[src/rtl/demux_dispatch_ctrl_if.sv]
// Handshake bundle between the dispatch controller, its single source and its four sinks.
// The master modport is the controller's view of the bundle.
interface demux_dispatch_ctrl_if #(
  parameter int W = 8
);
  logic         in_valid;
  logic         in_ready;
  logic [W-1:0] in_data;
  logic [1:0]   in_dest;
  logic [3:0]   out_valid;
  logic [3:0]   out_ready;
  logic [W-1:0] out_data;
  logic [1:0]   sel;

  modport master (
    input  in_valid, in_data, in_dest, out_ready,
    output in_ready, out_valid, out_data, sel
  );

  modport slave (
    output in_valid, in_data, in_dest, out_ready,
    input  in_ready, out_valid, out_data, sel
  );
endinterface

[src/rtl/demux_dispatch_ctrl.sv]
// Dispatch controller for the 1x4 demux: captures one word, routes it (addressed or round-robin),
// and abandons it if the target sink stalls for TIMEOUT cycles.
module demux_dispatch_ctrl #(
  parameter int W       = 8,
  parameter int TIMEOUT = 15
) (
  input  logic                   clk,
  input  logic                   rst,
  input  logic                   mode,
  output logic                   drop_pulse,
  output logic [7:0]             drop_count,
  demux_dispatch_ctrl_if.master  bus
);
  typedef enum logic {IDLE = 1'b0, HOLD = 1'b1} state_t;

  localparam logic [7:0] LAST_WAIT = 8'(TIMEOUT - 1);

  state_t       state;
  state_t       next_state;
  logic [W-1:0] data_q;
  logic [1:0]   sel_q;
  logic [3:0]   valid_q;
  logic [1:0]   rr_ptr;
  logic [1:0]   target;
  logic [7:0]   wait_cnt;
  logic         capture;
  logic         deliver;
  logic         expire;

  always_ff @(posedge clk) begin
    if (rst) state <= IDLE;
    else     state <= next_state;
  end

  // A ready sink wins over an expiring timeout in the same cycle.
  always_comb begin
    next_state = state;
    capture    = 1'b0;
    deliver    = 1'b0;
    expire     = 1'b0;
    target     = mode ? rr_ptr : bus.in_dest;
    case (state)
      IDLE: begin
        if (bus.in_valid) begin
          capture    = 1'b1;
          next_state = HOLD;
        end
      end
      HOLD: begin
        if (bus.out_ready[sel_q]) begin
          deliver    = 1'b1;
          next_state = IDLE;
        end else if (wait_cnt == LAST_WAIT) begin
          expire     = 1'b1;
          next_state = IDLE;
        end
      end
      default: next_state = IDLE;
    endcase
  end

  always_ff @(posedge clk) begin
    if (rst) begin
      data_q     <= '0;
      sel_q      <= 2'd0;
      valid_q    <= 4'b0000;
      rr_ptr     <= 2'd0;
      wait_cnt   <= 8'd0;
      drop_pulse <= 1'b0;
      drop_count <= 8'd0;
    end else begin
      drop_pulse <= expire;
      if (capture) begin
        data_q   <= bus.in_data;
        sel_q    <= target;
        valid_q  <= 4'b0001 << target;
        wait_cnt <= 8'd0;
        if (mode) rr_ptr <= target + 2'd1;
      end else if (deliver || expire) begin
        valid_q <= 4'b0000;
      end else if (state == HOLD) begin
        wait_cnt <= wait_cnt + 8'd1;
      end
      if (expire && (drop_count != 8'hFF)) drop_count <= drop_count + 8'd1;
    end
  end

  assign bus.in_ready  = (state == IDLE) && !rst;
  assign bus.out_valid = valid_q;
  assign bus.out_data  = data_q;
  assign bus.sel       = sel_q;
endmodule

[src/flat_wrapper.sv]
// flat-port wrapper written by rule: the top's interface ports become plain ports
module demux_dispatch_ctrl_flat 
#(
  parameter int W       = 8,
  parameter int TIMEOUT = 15
)
  (clk, rst, mode, drop_pulse, drop_count, bus_in_valid, bus_in_data, bus_in_dest, bus_out_ready, bus_in_ready, bus_out_valid, bus_out_data, bus_sel);
  demux_dispatch_ctrl_if #(.W(W)) bus_i ();
  input  logic clk;
  input  logic rst;
  input  logic mode;
  output logic drop_pulse;
  output logic [7:0] drop_count;
  input wire logic [$bits(bus_i.in_valid)-1:0] bus_in_valid;
  input wire logic [$bits(bus_i.in_data)-1:0] bus_in_data;
  input wire logic [$bits(bus_i.in_dest)-1:0] bus_in_dest;
  input wire logic [$bits(bus_i.out_ready)-1:0] bus_out_ready;
  output wire logic [$bits(bus_i.in_ready)-1:0] bus_in_ready;
  output wire logic [$bits(bus_i.out_valid)-1:0] bus_out_valid;
  output wire logic [$bits(bus_i.out_data)-1:0] bus_out_data;
  output wire logic [$bits(bus_i.sel)-1:0] bus_sel;
  assign bus_i.in_valid = bus_in_valid;
  assign bus_i.in_data = bus_in_data;
  assign bus_i.in_dest = bus_in_dest;
  assign bus_i.out_ready = bus_out_ready;
  assign bus_in_ready = bus_i.in_ready;
  assign bus_out_valid = bus_i.out_valid;
  assign bus_out_data = bus_i.out_data;
  assign bus_sel = bus_i.sel;
  demux_dispatch_ctrl #(.W(W), .TIMEOUT(TIMEOUT)) u_core (.clk(clk), .rst(rst), .mode(mode), .drop_pulse(drop_pulse), .drop_count(drop_count), .bus(bus_i));
endmodule
[config.mk]
export PLATFORM = sky130hd
export DESIGN_NAME = demux_dispatch_ctrl_flat
export DESIGN_NICKNAME = d
export VERILOG_FILES = /design/src/rtl/demux_dispatch_ctrl_if.sv /design/src/rtl/demux_dispatch_ctrl.sv /design/src/flat_wrapper.sv
export SDC_FILE = /design/constraint.sdc
export NUM_CORES = 1
export LEC_CHECK = 0
export BUFFER_PORTS_ARGS = -buffer_cell sky130_fd_sc_hd__buf_2
export CAP_MARGIN = 20
export CORE_MARGIN = 8
export CORE_UTILIZATION = 51
export DETAILED_ROUTE_END_ITERATION = 6
export GPL_ROUTABILITY_DRIVEN = 0
export PLACE_DENSITY_LB_ADDON = 0.12
export SYNTH_ARGS = -nofsm -noshare
export SYNTH_HDL_FRONTEND = slang
export SYNTH_SLANG_ARGS = --single-unit
[constraint.sdc]
create_clock -name clk -period 2 [get_ports clk]
set_input_delay 0.1 -clock clk [delete_from_list [all_inputs] [get_ports clk]]
set_output_delay 0.1 -clock clk [all_outputs]
set_load 0.02 [all_outputs]
==> summary.md <==
| Metric | Value |
|---|---|
| Multi-input gate area | 835 sq um |
| Netlist cell types | 37 |
| RSZ-0062 raised after global routing | no |
| # rows | 20 |
| Die Ht | 71.5 um |
| Synth Area per Inst | 8.69 sq um |
| Number of global-route vias before repair | 1396 |
| Fin Setup TNS | 0 ps |
| Fin crit share | 0.905 |
| IR drop worst, VDD | 473 uV |
| Clock buffer depth | 2 |
| Final setup fails | 0 |
| Die footprint | 5120 sq um |
| Max-slew violations | 0 |
| # clock sinks | 34 |
| Mapped Cells | 181 |
| Port bufs | 41 |
| Final Cell Area | 1920 sq um |
| DR WL/cell | 13.2 um |
| Cell with the most instances after synthesis | dfxtp_1 |
| Synth area leaders | dfxtp_1, nor2_1, nand2_1 |
| Critical Path Max Stage Delay | 590 ps |
| Crit path buffers/inverters | 0 |
| Final Non-Filler Cells | approximately 260 |
| Critical path arrival | between 2000 and 2500 ps |
| Die Wd | 71.5 um |
| Setup crit end kind | register |
| Max_slew headroom | 0.515 |
| Post-Place Cells | 250 |
| DP Area | 1800 sq um |
| Overall Global Routing Usage | 0.144 |
| Asr flop ratio synth | 0 |
| Post-synth EDFFs | 0 |
| Top_reg_cell synth | dfxtp_1 |
| Pwr Density | 676 nW/um^2 |
| Setup CP Type | reg2reg |
| Final hold vios | 0 |
| Fmax | 553 MHz |
| Slowest-stage cell, CP | a2bb2oi_2 |
| CTS tree | built |
| DRT iter0 DRCs | 75 |
| Area grow syn2layout | 22.0% |
| Post-synthesis register bit count | 34 |
| Outcome | complete, no violations |
| Flip-flop and latch area | 681 sq um |
| Syn Std Cell Area | 1570 sq um |
| Total grt overflow | 0 |
| Core Region | 3000 sq um |
| Static Leakage | 0.000828 uW |
| HPWL after detailed placement | ~2.6 mm |
| Hold Path Class | in2reg |
| Seq/Total Area, Yosys | 0.433 |
| CP Launch Point | u_core.bus.sel[0] |
| Largest net degree at the start of global routing | 31 |
| Total CTS buffers | 5 |
| Synthesized Nets | roughly 210 |
| Initial antenna violation count | 0 |
| Worst r2r src | u_core.bus.sel[0] |
| Final net count | approximately 260 |
| Critical path fanouts, max | 15 |
| Post-CTS Setup Inserts | 0 |
| Slew @ Worst Pin | just over 700 ps |
| Post-Route WL | ~3.5 mm |
| Hold wc startpoint | bus_in_data[7] |
| Max-cap violations | 0 |
| WHS | 19.0 ps |
| Clock transition at path regs | 100 ps |
| CP startpoint kind | register |
| H-tree depth reported by CTS | 2 |
| Final clock skew | 13.3 ps |
| Root buf cell | clkbuf_4 |
| Vias | 1414 |
| Critical path's top delay family | compound AO/OA/AOI/OAI gates |
| Drt pass-1 iters | 5 |
| Cell taking the most area after synthesis | dfxtp_1 |
| Top post-synthesis cells by count | dfxtp_1, nor2_1, nand2_1, a21oi_1, xnor2_1 |
| I/O pins | 42 |
| Cell Chain, Critical Path | and4b_1, a2bb2oi_2, nor2_1, a31o_2 |
| Worst skew pair latency | 330 ps |
| Required @ worst endpoint | 2230 ps |
| Post-synth top area share | 0.433 |
| Ys Warns | 0 |
| Post-route minimum period | between 1500 and 2000 ps |
| First-pass GRT wire length | 6.00 mm |
| Vias/cell | 5.36 |
| DRC violations left | 0 |
| Post-DRT Antenna Nets | 0 |
| Initial cell density of the core | 0.524 |
| Ant diodes | 0 |
| Filler Cell Count | 262 |
| Layout cell share with drive strength beyond 1 | 0.260 |
## worst paths after layout
kind | cells after the start | slack (ps) | endpoint
setup reg to reg | 4 | 190 | u_core.drop_count[7]
setup / recovery | 4 | 190 | u_core.drop_count[7]
hold reg to reg | 2 | 460 | u_core.bus.out_data[4]
hold / removal | 3 | 20 | u_core.bus.out_data[7]
## metal layers
layer  part of all wire  vias to the layer above  global-route usage  wire length [um]
met5                  0                        -                   0                 0
met4              0.016                        0              0.0544                55
met3              0.056                        6              0.0600               195
met2               0.49                       31               0.253              1720
met1               0.44                      650               0.150              1520
li1                   -                      727                   -                 -
## state kept, by name, summed over array words and instances (netlist names)
signal and flops:
u_core.bus.out_data 8, u_core.bus.out_valid 4, u_core.bus.sel 2, u_core.drop_count 8, u_core.drop_pulse 1, u_core.rr_ptr 2, u_core.state 1, u_core.wait_cnt 8
## through the flow
step | setup slack, ps | util | power (uW)
CTS | 190 | 0.633 | 1300
floorplan | 308 | - | 848
global placement | 270 | 0.599 | 904
finish | 191 | 0.639 | 1300
detailed placement | 194 | 0.599 | 910
global route | 35.5 | 0.639 | 1360
## logic make-up (layout without fill, tap and decap cells)
group                      after synthesis  after routing  synth area share
AOI/OAI and AO/OA                       32             32             0.132
buffers and inverters                   12             62            0.0366
xor gates and xnor gates                 9              9            0.0501
adders and majority gates                7              7            0.0557
and+or+nand+nor                         83             83             0.264
DFF                                     34             34             0.433
muxes                                    4              4            0.0286
## area by class of cell
| type | instances | area share |
|---|---|---|
| Multi-Input combinational cell | 135 | 0.435 |
| Sequential cell | 34 | 0.355 |
| Timing Repair Buffer | 50 | 0.150 |
| Clock buffer | 7 | 0.0287 |
| Tap cell | 33 | 0.0215 |
| Inverter | 4 | 0.00782 |
| Clock inverter | 1 | 0.00261 |
## cell usage in the layout (no fill, tap or decap), types with 2 or more instances in the layout
cell            n
ha_1            7
nand3_1         7
o21ai_0         3
nor2_1         26
clkbuf_4        5
a22oi_1         4
buf_2          41
nand4_1         3
a31o_2          2
or3_1           2
nor3_2          4
mux2i_1         3
nor2b_1         3
o211ai_1        2
nand2b_1        4
xnor2_1         8
inv_1           4
a21oi_1        14
dfxtp_1        34
nand2_1        24
dlygate4sd3_1   6
a211oi_1        4
buf_4           3
nor3_1          3
## power breakdown
group          internal [uW]  total, uW  switching, uW  leakage [uW]
clock network            170        396            225     0.0000353
registers                701        719           18.6      0.000276
logic                   76.3        183            106      0.000516
## tightest hold or removal path: cells and delay by family
family	cells	cell delay, ps
AOI/OAI and AO/OA	1	60
buffers and inverters	1	100
and+or+nand+nor	1	50
## repair_timing
item	4_1_cts	5_1_grt
endpoints found under the hold margin	4	2
hold buffers	4	2
gates resized for setup	0	0
No activity file was read; power rests on OpenSTA's default activity.
